===== src/rtl/pixel_scan_counter.sv =====
// Raster-order (x fastest) 2-D scan counter with valid/ready output.
// Latches frame bounds on start, counts completed frames.
module pixel_scan_counter #(
  parameter int X_BITS     = 10,
  parameter int Y_BITS     = 9,
  parameter int FRAME_BITS = 8
) (
  input  logic                  clk,
  input  logic                  reset,
  input  logic                  clr,
  input  logic                  start,
  input  logic [X_BITS-1:0]     x_last,
  input  logic [Y_BITS-1:0]     y_last,
  input  logic                  out_ready,
  output logic                  out_valid,
  output logic [X_BITS-1:0]     x,
  output logic [Y_BITS-1:0]     y,
  output logic                  last_in_row,
  output logic                  last_in_frame,
  output logic                  busy,
  output logic                  done,
  output logic [FRAME_BITS-1:0] frame_count
);

  typedef enum logic {IDLE, RUN} state_t;

  state_t                state, state_n;
  logic [X_BITS-1:0]     xl, xl_n, x_n;
  logic [Y_BITS-1:0]     yl, yl_n, y_n;
  logic [FRAME_BITS-1:0] fc_n;
  logic                  done_n;
  logic                  hs;

  assign out_valid     = (state == RUN);
  assign busy          = out_valid;
  assign last_in_row   = out_valid && (x == xl);
  assign last_in_frame = last_in_row && (y == yl);
  assign hs            = out_valid && out_ready;

  always_ff @(posedge clk or posedge reset) begin
    if (reset) begin
      state       <= IDLE;
      x           <= '0;
      y           <= '0;
      xl          <= '0;
      yl          <= '0;
      frame_count <= '0;
      done        <= 1'b0;
    end else begin
      state       <= state_n;
      x           <= x_n;
      y           <= y_n;
      xl          <= xl_n;
      yl          <= yl_n;
      frame_count <= fc_n;
      done        <= done_n;
    end
  end

  always_comb begin
    state_n = state;
    x_n     = x;
    y_n     = y;
    xl_n    = xl;
    yl_n    = yl;
    fc_n    = frame_count;
    done_n  = 1'b0;
    if (clr) begin
      // abort: no done pulse, counter cleared
      state_n = IDLE;
      x_n     = '0;
      y_n     = '0;
      fc_n    = '0;
    end else begin
      unique case (state)
        IDLE: begin
          if (start) begin
            xl_n    = x_last;
            yl_n    = y_last;
            x_n     = '0;
            y_n     = '0;
            state_n = RUN;
          end
        end
        RUN: begin
          if (hs) begin
            if (x != xl) begin
              x_n = x + X_BITS'(1);
            end else if (y != yl) begin
              x_n = '0;
              y_n = y + Y_BITS'(1);
            end else begin
              x_n     = '0;
              y_n     = '0;
              state_n = IDLE;
              fc_n    = frame_count + FRAME_BITS'(1);
              done_n  = 1'b1;
            end
          end
        end
        default: state_n = IDLE;
      endcase
    end
  end

endmodule

===== config.mk =====
export PLATFORM = sky130hd
export DESIGN_NAME = pixel_scan_counter
export DESIGN_NICKNAME = d
export VERILOG_FILES = /design/src/rtl/pixel_scan_counter.sv
export SDC_FILE = /design/constraint.sdc
export NUM_CORES = 1
export LEC_CHECK = 0
export CORE_MARGIN = 2
export CORE_UTILIZATION = 50
export CTS_BUF_LIST = sky130_fd_sc_hd__clkbuf_8
export DETAILED_ROUTE_END_ITERATION = 8
export PLACE_DENSITY_LB_ADDON = 0.05
export SYNTH_ARGS = -nofsm -noshare
export SYNTH_HDL_FRONTEND = slang
export SYNTH_SLANG_ARGS = --single-unit

===== constraint.sdc =====
create_clock -name clk -period 5.25 [get_ports clk]
set_input_delay 1.05 -clock clk [delete_from_list [all_inputs] [get_ports clk]]
set_output_delay 1.05 -clock clk [all_outputs]
set_load 0.05 [all_outputs]

# Yosys cells after proc, flatten, opt, wreduce, memory -nomap -nowiden
# Cells that the tools add are included.
# op_classes
addsub,3
n_mul,0
div,0
magnitude_cmp,0
eq_ne,9
shifts,0
muxes,27
n_bitwise,2
n_reduce_logical,9
# op_table
op,count
$mux W9,5
$mux W10,4
$mux W8,5
$pmux W10 S2,1
$pmux W9 S2,1
$add A10 B1 Y10 const B,1
$eq A10 B10 Y1,1
$mux W1,10
$ne A10 B10 Y1,1
$add A9 B1 Y9 const B,1
$eq A9 B9 Y1,1
$ne A9 B9 Y1,1
$add A8 B1 Y8 const B,1
$ne A3 B3 Y1 const B,2
$reduce_and A3 Y1,2
$ne A2 B2 Y1 const B,2
$reduce_and A4 Y1,1
$reduce_bool A2 Y1,2
$logic_and A1 B1 Y1,3
$ne A3 B2 Y1 const B,1
$not A1 Y1,2
$pmux W1 S2,1
$reduce_and A2 Y1,1
# totals
reg_bits,48
latchBits,0
ramBits,0
romBits,0
elab_cells,57
memories,0

# Logic depth before layout (Yosys ltp)
# Gate-level depths: netlist of run 1.
# depth
ltp_word,6
mapped_depth,6

# Worst setup path after synthesis of run 1
# OpenSTA, ideal clock, no wires.
# synth_timing
path_kind,register to output
start,register x[0]
end,output port last_in_frame
arrival_time_ns,2.670
required_ns,4.200
path_slack_ns,1.530
stages_incl_launch_ff,6
path_cell_list,dfrtp_1 -> xor2_1 -> nor4_2 -> nand3_1 -> buf_2 -> nor3_1
# synth_via
elab_chain_cells,3
# synth_lines
element,line_no,text
"start, declared",16,"output logic [X_BITS-1:0] x,"
"start signal, assigned",51,x <= x_n;
$eq A10 B10 Y1,36,assign last_in_row = out_valid && (x == xl);
$logic_and A1 B1 Y1,36,
$logic_and A1 B1 Y1,37,assign last_in_frame = last_in_row && (y == yl);
"end, declared",19,"output logic last_in_frame,"
# No other way between the ends.

# Worst setup path in the final report of run 1
# Ends and elaborated chain as after synthesis.

==> Flow_metrics.wiki, run 1 <==
{| class="wikitable"
! Metric !! Value
|-
| First-pass GRT wire length || 8860 µm
|-
| Crit path DAT || 2.90 ns
|-
| Synth Area in XOR/XNOR || 9.43%
|-
| Simple-Gate Fraction of Synth Area || 18.3%
|-
| Count of yosys warnings during synthesis || 0
|-
| Main combinational cell family by area after synthesis || simple AND/OR/NAND/NOR gates
|-
| Number of endpoints failing setup at the final stage || 0
|-
| Category of the critical setup timing path || flop to output port
|-
| Async set or reset register ratio after synthesis || 100%
|-
| Power density relative to cell area || 258 nW/µm²
|-
| Iter 0 DRT Violations || 139
|-
| Chip width || 74.8 µm
|-
| Tightest slew margin relative to the limit || 33.1%
|-
| Total die area || 5600 µm²
|-
| Transition time of the tightest slew-check pin || 1.00 ns
|-
| Compound-gate portion of the synthesized area || 10.7%
|-
| Antenna violations before repair || 0
|-
| NumNets Final || 311
|-
| Clock-pin transition on the worst setup and hold timing paths || 0.09 ns
|-
| Number of global-route vias before repair || 1792
|-
| Synth unique cells || 40
|-
| Setup fix buffers added after clock tree synthesis || 0
|-
| #FFs+latches synth || 48
|-
| Leakage dissipation || 1.38 nW
|-
| Number of instances in the synthesized netlist || 227
|-
| Number of buffers inserted by hold repair at cts || 0
|-
| Post-Route WL || 5250 µm
|-
| Synth Area in Adders || 1.50%
|-
| Antenna diode count || 0
|-
| Layout overhead on the synthesized area || 28.6%
|-
| Maximum number of pins on one net before global-route repair || 49
|-
| Final clock skew || 0.0133 ns
|-
| Number of DRC violations after detailed routing || 0
|-
| Sinks on Clock Net || 48
|-
| Minimum clock period || 3.95 ns
|-
| Die Y-Extent || 74.8 µm
|-
| Syn_nets || 254
|-
| GRT Overall Usage || 20.9%
|-
| Hold crit path type || flop to flop
|-
| Instance area at placement || 3110 µm²
|-
| Number of top-level pins || 56
|-
| Maximum fanout along the worst path || 15
|-
| Number of CTS-inserted buffers || 5
|-
| Buffers from clock root to sink, at most || 2
|-
| Final Slew Violations || 0
|-
| Root buffer cell || sky130_fd_sc_hd__clkbuf_8
|-
| Portion of netlist area occupied by mux cells || 9.88%
|-
| Endpoint class of the critical path || output port
|-
| Post-synthesis sequential area ratio || 47.9%
|-
| Router iterations before antenna repair || 4
|-
| Max Cap Viol || 0
|-
| Post-Route Setup TNS || 0 ns
|-
| Fillcell total || 395
|-
| Share of layout cells above drive strength 1 || 15.8%
|-
| Number of synthesized flops with an enable pin || 0
|-
| DR WL/cell || 14.9 µm
|-
| Cell area after synthesis || 2510 µm²
|-
| Initial core utilization || 52.4%
|-
| Placeable core region || 4790 µm²
|-
| Status || finished clean
|-
| RD Place Congestion || 0.859
|-
| Clock latency of the later-clocked register in the worst-skew pair || 0.30 ns
|-
| Via density || 5.44
|-
| Antenna violation net count after detailed routing || 0
|-
| Area of all placed cells without fillers || 3230 µm²
|-
| DR vias || 1914
|-
| Design Power || 0.000833 W
|-
| Critical Path RT || 4.20 ns
|-
| Max H-tree Level || 2
|-
| Worst VDD drop || 0.190 mV
|-
| Mean cell area of the mapped netlist || 11.0 µm²
|-
| Number of gates resized after CTS || 0
|-
| Startpoint kind of the worst setup timing path || flop
|-
| Clock tree from TritonCTS || built
|-
| Most used flip-flop cell after synthesis || sky130_fd_sc_hd__dfrtp_1
|-
| Final critical-path share of the clock period || 75.2%
|-
| Maximum frequency from static timing analysis || 0.253 GHz
|-
| Setup repair after global routing missed its margin || no
|-
| PortBufs || 55
|-
| Number of placement rows || 25
|-
| Total half-perimeter wirelength after legalization and detailed placement || 3820 µm
|-
| Final Hold Fails || 0
|-
| Total congestion overflow || 0
|}
[registers in the layout, indices dropped and copies added (netlist names)]
signal	count
busy	1
done	1
frame_count	8
x	10
xl	10
y	9
yl	9
[per-stage QoR]
step | util, % | worst slack (ns) | std cells | hold slack [ns]
floorplan | - | 1.53 | 227 | 0.501
global placement | 65.1 | 1.71 | 344 | 0.511
detailed placement | 65.1 | 1.67 | 344 | 0.516
CTS | 67.4 | 1.31 | 352 | 0.537
global route | 67.4 | 1.05 | 352 | 0.553
finish | 67.4 | 1.30 | 352 | 0.533
[synthesized netlist by cell type, drive strengths merged (4+ instances only)]
| cell type | instances | area share, % |
|---|---|---|
| dfrtp | 48 | 48 |
| nor2 | 26 | 3.9 |
| xor2 | 24 | 8.4 |
| mux2 | 22 | 9.9 |
| nand2 | 14 | 2.1 |
| and3 | 9 | 2.2 |
| inv | 8 | 1.2 |
| nand3 | 8 | 1.6 |
| o21ai | 7 | 1.4 |
| or2 | 6 | 1.5 |
| a221o | 5 | 2.0 |
| buf | 5 | 1.1 |
| nand4 | 4 | 1.0 |
| nor3 | 4 | 1.0 |
| o41ai | 4 | 1.4 |
[critical path, stage by stage (launching register included)]
cell and delay [ns]:
sky130_fd_sc_hd__dfrtp_1 0.46, sky130_fd_sc_hd__xor2_1 0.17, sky130_fd_sc_hd__nor4_2 0.35, sky130_fd_sc_hd__nand3_1 0.46
sky130_fd_sc_hd__nor3_1 0.31, sky130_fd_sc_hd__clkdlybuf4s50_1 0.83
[path summary, 6_finish.rpt]
| kind | startpoint | end | slack (ns) | depth (start not counted) |
|---|---|---|---|---|
| max | x[0]$_DFFE_PP0P_ | last_in_frame | 1.30 | 5 |
| min | xl[4]$_DFFE_PP0P_ | xl[4]$_DFFE_PP0P_ | 0.53 | 1 |
| max reg2reg | x[0]$_DFFE_PP0P_ | frame_count[2]$_DFFE_PP0P_ | 3.00 | 5 |
| min reg2reg | xl[4]$_DFFE_PP0P_ | xl[4]$_DFFE_PP0P_ | 0.53 | 1 |
| max in group asynchronous | reset | busy$_DFF_PP0_ | 3.33 | 2 |
| min in group asynchronous | reset | x[0]$_DFFE_PP0P_ | 1.31 | 2 |
[cell usage in the layout, fill, tap and decap left out, types with 4 or more instances in the layout]
cell,count
sky130_fd_sc_hd__clkdlybuf4s50_1,55
sky130_fd_sc_hd__dfrtp_1,48
sky130_fd_sc_hd__nor2_1,26
sky130_fd_sc_hd__xor2_1,24
sky130_fd_sc_hd__mux2_2,22
sky130_fd_sc_hd__nand2_1,14
sky130_fd_sc_hd__and3_1,9
sky130_fd_sc_hd__nand3_1,8
sky130_fd_sc_hd__inv_1,7
sky130_fd_sc_hd__o21ai_0,6
sky130_fd_sc_hd__a221o_1,5
sky130_fd_sc_hd__or2_2,5
sky130_fd_sc_hd__clkbuf_8,5
sky130_fd_sc_hd__nand4_1,4
sky130_fd_sc_hd__o41ai_1,4
[cells by family after synthesis]
family                     count (synthesis)
AOI/OAI and AO/OA                         31
xor gates and xnor gates                  27
adders and majority gates                  3
buffers and inverters                     13
DFF                                       48
muxes                                     22
and+or+nand+nor                           83
[per-layer routing]
metal | vias to the layer above | global-route usage [%] | share of wire, % | wire length, µm
li1 | 928 | - | - | -
met1 | 922 | 31.8 | 49 | 2570
met2 | 60 | 28.7 | 44 | 2330
met3 | 4 | 5.49 | 5.6 | 295
met4 | 0 | 7.34 | 0.93 | 49
met5 | - | 0 | 0 | 0
[area by class of cell]
type                            count  area (µm²)  area share [%]
Multi-Input combinational cell    166        1250            38.7
Sequential cell                    48        1200            37.2
Timing Repair Buffer               55         551            17.1
Tap cell                           67        83.8            2.60
Clock buffer                        5        68.8            2.13
Clock inverter                      3        42.5            1.32
Inverter                            8        30.0           0.931
[power breakdown]
| group | total [W] | internal, W | leakage, nW | switching [W] |
|---|---|---|---|---|
| logic | 0.000139 | 0.0000682 | 0.703 | 0.0000712 |
| clock network | 0.000267 | 0.000141 | 0.0541 | 0.000126 |
| registers | 0.000427 | 0.000401 | 0.626 | 0.0000261 |
| total | 0.000833 | 0.000610 | 1.38 | 0.000223 |
Power figures use the tool's default switching activity.
==> run 2: changes to the inputs <==
- clock period: 5.25 -> 3.65 ns (I/O delays scaled with it)
==> run 2 against run 1 <==
  * Cell count increased by 0.85%
  * Global-route usage increased by 0.32 points
  * Die area unchanged
  * Worst hold slack improved by 0.0071 ns
  * Critical endpoint unchanged
  * Critical path type unchanged
  * Register-to-register slack got worse by 1.5 ns
  * Combinational power increased by 47%
  * First-iteration DRC count decreased by 12%
  * Sequential power increased by 44%
  * Clock skew increased by 0.00080 ns
  * Core utilization increased by 0.39 points
  * Via count unchanged
==> Flow_metrics.wiki, run 2 (same netlist as run 1, synthesis figures left out) <==
{| class="wikitable"
! Metric !! Value
|-
| Most common cell after layout, fill and taps aside || sky130_fd_sc_hd__clkdlybuf4s50_1
|-
| Root buffer cell || sky130_fd_sc_hd__clkbuf_8
|-
| RD Place Congestion || 0.860
|-
| Maximum frequency from static timing analysis || 0.294 GHz
|-
| NumNets Final || 314
|-
| Post-Route Setup TNS || 0 ns
|-
| Critical Path RT || 2.92 ns
|-
| Max Cap Viol || 0
|-
| Endpoint class of the critical path || output port
|-
| DR WL/cell || 15.1 µm
|-
| Iter 0 DRT Violations || 122
|-
| First-pass GRT wire length || 9050 µm
|-
| Startpoint kind of the worst setup timing path || flop
|-
| Via density || 5.39
|-
| Post-Route WL || 5380 µm
|-
| Number of endpoints failing setup at the final stage || 0
|-
| Hold crit path type || flop to flop
|-
| Clock-pin transition on the worst setup and hold timing paths || 0.08 ns
|-
| Maximum number of pins on one net before global-route repair || 49
|-
| Number of gates resized after CTS || 0
|-
| Minimum clock period || 3.40 ns
|-
| Initial core utilization || 52.4%
|-
| Power density relative to cell area || 369 nW/µm²
|-
| Total half-perimeter wirelength after legalization and detailed placement || 3860 µm
|-
| Number of placement rows || 25
|-
| GRT Overall Usage || 21.2%
|-
| Category of the critical setup timing path || flop to output port
|-
| Antenna diode count || 0
|-
| DR vias || 1914
|-
| Number of top-level pins || 56
|-
| Max H-tree Level || 2
|-
| Final Slew Violations || 0
|-
| Antenna violations before repair || 0
|-
| Chip width || 74.8 µm
|-
| Number of buffers inserted by hold repair at cts || 0
|-
| Antenna violation net count after detailed routing || 0
|-
| Total die area || 5600 µm²
|-
| Tightest slew margin relative to the limit || 34.8%
|-
| Regs by FF count || x: 10 flops, xl: 10 flops
|-
| PortBufs || 55
|-
| Worst VDD drop || 0.269 mV
|-
| Number of CTS-inserted buffers || 5
|-
| Setup fix buffers added after clock tree synthesis || 0
|-
| Number of DRC violations after detailed routing || 0
|-
| Sinks on Clock Net || 48
|-
| Crit path DAT || 2.67 ns
|-
| Die Y-Extent || 74.8 µm
|-
| Total congestion overflow || 0
|-
| Maximum fanout along the worst path || 7
|-
| Leading cell types in the layout, fill and taps excluded || sky130_fd_sc_hd__clkdlybuf4s50_1, sky130_fd_sc_hd__dfrtp_1, sky130_fd_sc_hd__nor2_1, sky130_fd_sc_hd__xor2_1, sky130_fd_sc_hd__mux2_2
|-
| Clock latency of the later-clocked register in the worst-skew pair || 0.31 ns
|-
| Setup Slack @ Placement || 0.573 ns
|-
| Router iterations before antenna repair || 4
|-
| Status || finished clean
|-
| Final Hold Fails || 0
|-
| Buffers from clock root to sink, at most || 2
|-
| Final clock skew || 0.0141 ns
|-
| Number of global-route vias before repair || 1830
|-
| Transition time of the tightest slew-check pin || 0.976 ns
|-
| Setup repair after global routing missed its margin || no
|-
| Clock tree from TritonCTS || built
|-
| Layout overhead on the synthesized area || 29.4%
|-
| Placeable core region || 4790 µm²
|-
| Final critical-path share of the clock period || 93.2%
|-
| Share of layout cells above drive strength 1 || 16.3%
|-
| Leakage dissipation || 1.40 nW
|-
| Post-route setup slack || 0.250 ns
|}
[run 2: layout make-up]
cell class              count  area, µm²
clock inverters             3       38.8
fillers                   393       1540
multi-input cells         166       1250
repair buffers             58        573
clock buffers               5       68.8
inverters                   8       30.0
well taps                  67       83.8
flip-flops and latches     48       1200
[run 2: worst paths after layout]
check	depth (start not counted)	endpoint	slack, ns	from
setup / recovery	5	last_in_frame	0.25	y[3]$_DFFE_PP0P_
hold reg to reg	1	xl[5]$_DFFE_PP0P_	0.54	xl[5]$_DFFE_PP0P_
setup reg to reg	5	y[3]$_DFFE_PP0P_	1.48	x[1]$_DFFE_PP0P_
hold / removal	1	xl[5]$_DFFE_PP0P_	0.54	xl[5]$_DFFE_PP0P_
min in group asynchronous	2	frame_count[6]$_DFFE_PP0P_	0.98	reset
max in group asynchronous	2	y[2]$_DFFE_PP0P_	2.06	reset
[run 2: critical path, cell delays in order (launching register included)]
cell and delay [ns]:
sky130_fd_sc_hd__dfrtp_1 0.46, sky130_fd_sc_hd__xor2_1 0.21, sky130_fd_sc_hd__nor4_4 0.42, sky130_fd_sc_hd__nand3_1 0.25
sky130_fd_sc_hd__nor3_1 0.19, sky130_fd_sc_hd__clkdlybuf4s50_1 0.83
[run 2: power breakdown]
group	total, W	switching, W	internal (W)
Clock	0.000377	0.000177	0.000201
Sequential	0.000616	0.0000390	0.000576
Combinational	0.000204	0.000104	0.0000999
Total	0.00120	0.000320	0.000877
[run 2: stage by stage]
step | cells | total power, W | utilization, % | hold slack, ns | instance area [µm²]
2_1_floorplan | 227 | 0.000762 | - | 0.501 | 2510
3_3_place_gp | 347 | 0.000827 | 65.5 | 0.512 | 3140
3_5_place_dp | 347 | 0.000831 | 65.5 | 0.521 | 3140
4_1_cts | 355 | 0.00121 | 67.8 | 0.542 | 3240
5_1_grt | 355 | 0.00126 | 67.8 | 0.563 | 3240
6_report | 355 | 0.00120 | 67.8 | 0.540 | 3240
[run 2: layer usage]
metal,vias up,track usage (%),part of all wire [%]
li1,939,-,-
met1,918,32.6,51
met2,53,30.7,45
met3,4,4.42,4.2
met4,0,5.36,0.43
met5,-,0,0
==> run 3: changes to the inputs <==
- CORE_MARGIN: 2 -> not set
- TNS_END_PERCENT: not set -> 5
==> run 3 against run 2 <==
  * Highest routed layer unchanged
  * Largest power group unchanged
  * Die area fell by 5.3%
  * Clock power fell by 16%
  * Sequential power barely moved
  * Non-clock buffer count fell by 1
==> Flow_metrics.wiki, run 3 (same netlist as run 1, synthesis figures left out) <==
{| class="wikitable"
! Metric !! Value
|-
| Leading cell types in the layout, fill and taps excluded || sky130_fd_sc_hd__clkdlybuf4s50_1, sky130_fd_sc_hd__dfrtp_1, sky130_fd_sc_hd__nor2_1, sky130_fd_sc_hd__xor2_1, sky130_fd_sc_hd__mux2_2
|-
| Total die area || 5300 µm²
|-
| Number of placement rows || 25
|-
| Initial core utilization || 52.4%
|-
| RD Place Congestion || 0.803
|-
| Endpoint class of the critical path || output port
|-
| Die Y-Extent || 72.8 µm
|-
| Max Cap Viol || 0
|-
| NumNets Final || 313
|-
| Setup repair after global routing missed its margin || no
|-
| Most common cell after layout, fill and taps aside || sky130_fd_sc_hd__clkdlybuf4s50_1
|-
| Crit path DAT || 2.64 ns
|-
| Leakage dissipation || 1.39 nW
|-
| Hold crit path type || flop to flop
|-
| Number of buffers inserted by hold repair at cts || 0
|-
| Minimum clock period || 3.37 ns
|-
| Startpoint kind of the worst setup timing path || flop
|-
| Clock-pin transition on the worst setup and hold timing paths || 0.08 ns
|-
| Fillcell total || 389
|-
| Worst r2r path cells || 5
|-
| DR vias || 1947
|-
| Maximum fanout along the worst path || 7
|-
| Number of endpoints failing setup at the final stage || 0
|-
| Transition time of the tightest slew-check pin || 0.987 ns
|-
| Category of the critical setup timing path || flop to output port
|-
| Regs by FF count || x: 10 flops, xl: 10 flops
|-
| Number of top-level pins || 56
|-
| Iter 0 DRT Violations || 109
|-
| Number of stages on the worst hold path || 1
|-
| Final critical-path share of the clock period || 92.2%
|-
| Antenna diode count || 0
|-
| Sinks on Clock Net || 48
|-
| Final Hold Fails || 0
|-
| Root buffer cell || sky130_fd_sc_hd__clkbuf_8
|-
| Clock tree from TritonCTS || built
|-
| Instance count after placement with tap cells included || 346
|-
| Antenna violation net count after detailed routing || 0
|-
| Post-Layout Cell Count || 354
|-
| Router iterations before antenna repair || 4
|-
| Total half-perimeter wirelength after legalization and detailed placement || 3890 µm
|-
| GRT Overall Usage || 22.5%
|-
| Instance area at placement || 3130 µm²
|-
| Number of gates resized after CTS || 0
|-
| Chip width || 72.8 µm
|-
| Share of layout cells above drive strength 1 || 15.7%
|-
| Number of DRC violations after detailed routing || 0
|-
| Max H-tree Level || 2
|-
| Clock latency of the later-clocked register in the worst-skew pair || 0.30 ns
|-
| Number of global-route vias before repair || 1813
|-
| Post-Route WL || 5370 µm
|-
| Via density || 5.50
|-
| Antenna violations before repair || 0
|-
| Setup fix buffers added after clock tree synthesis || 0
|-
| Power density relative to cell area || 352 nW/µm²
|-
| Status || finished clean
|-
| Final Slew Violations || 0
|-
| Buffers from clock root to sink, at most || 2
|-
| Number of CTS-inserted buffers || 5
|-
| Final clock skew || 0.0127 ns
|-
| Placeable core region || 4790 µm²
|-
| Area of all placed cells without fillers || 3220 µm²
|-
| DR WL/cell || 15.2 µm
|-
| Maximum number of pins on one net before global-route repair || 49
|-
| First-pass GRT wire length || 8970 µm
|-
| Tightest slew margin relative to the limit || 34.1%
|-
| Maximum frequency from static timing analysis || 0.297 GHz
|-
| Post-Route Setup TNS || 0 ns
|-
| Total congestion overflow || 0
|-
| Critical Path RT || 2.92 ns
|-
| PortBufs || 55
|-
| Layout overhead on the synthesized area || 28.4%
|-
| Worst VDD drop || 0.312 mV
|}
run 3: cell types whose count changed in the layout (fill, tap and decap cells not counted):
cell and change:
sky130_fd_sc_hd__buf_4 -1, sky130_fd_sc_hd__clkinv_2 -1, sky130_fd_sc_hd__inv_1 +1, sky130_fd_sc_hd__clkbuf_8 +1, sky130_fd_sc_hd__bufinv_16 -1
run 3: worst paths after layout:
kind	start	endpoint	slack (ns)
setup reg to reg	x[0]$_DFFE_PP0P_	y[3]$_DFFE_PP0P_	1.45
hold reg to reg	xl[5]$_DFFE_PP0P_	xl[5]$_DFFE_PP0P_	0.54
max in group asynchronous	reset	xl[3]$_DFFE_PP0P_	2.05
setup / recovery	y[3]$_DFFE_PP0P_	last_in_frame	0.28
hold / removal	xl[5]$_DFFE_PP0P_	xl[5]$_DFFE_PP0P_	0.54
min in group asynchronous	reset	frame_count[1]$_DFFE_PP0P_	0.98
run 3: critical path: stages, from the launching register on:
cell                              delay, ns
sky130_fd_sc_hd__dfrtp_1               0.45
sky130_fd_sc_hd__xor2_1                0.21
sky130_fd_sc_hd__nor4_4                0.41
sky130_fd_sc_hd__nand3_1               0.23
sky130_fd_sc_hd__nor3_1                0.20
sky130_fd_sc_hd__clkdlybuf4s50_1       0.83
run 3: per-stage QoR:
stage          utilization, %  worst slack [ns]  total power, W  hold WS (ns)
2_1_floorplan               -             0.250        0.000762         0.501
3_3_place_gp             65.4             0.632        0.000827         0.514
4_1_cts                  67.3             0.262         0.00115         0.539
5_1_grt                  67.3            0.0946         0.00119         0.558
6_report                 67.3             0.283         0.00113         0.535
3_5_place_dp             65.4             0.583        0.000831         0.521
run 3: power by group:
part	switching (W)	internal, W	total, W
Combinational	0.000105	0.0000988	0.000204
Sequential	0.0000384	0.000577	0.000615
Clock	0.000167	0.000149	0.000316
Total	0.000310	0.000824	0.00113
run 3: final cells by class:
cell class	count	area, µm²	area share, %
Sequential cell	48	1200	37.3
Multi-Input combinational cell	166	1250	38.8
Timing Repair Buffer	57	566	17.6
Inverter	8	30.0	0.933
Tap cell	67	83.8	2.60
Clock inverter	2	7.51	0.233
Clock buffer	6	82.6	2.57
run 3: layer usage:
layer	vias up	GRT usage [%]	share of wire [%]
met4	0	5.23	0.82
met2	55	32.9	44
met3	5	5.25	4.7
met1	952	33.8	51
li1	935	-	-
met5	-	0	0
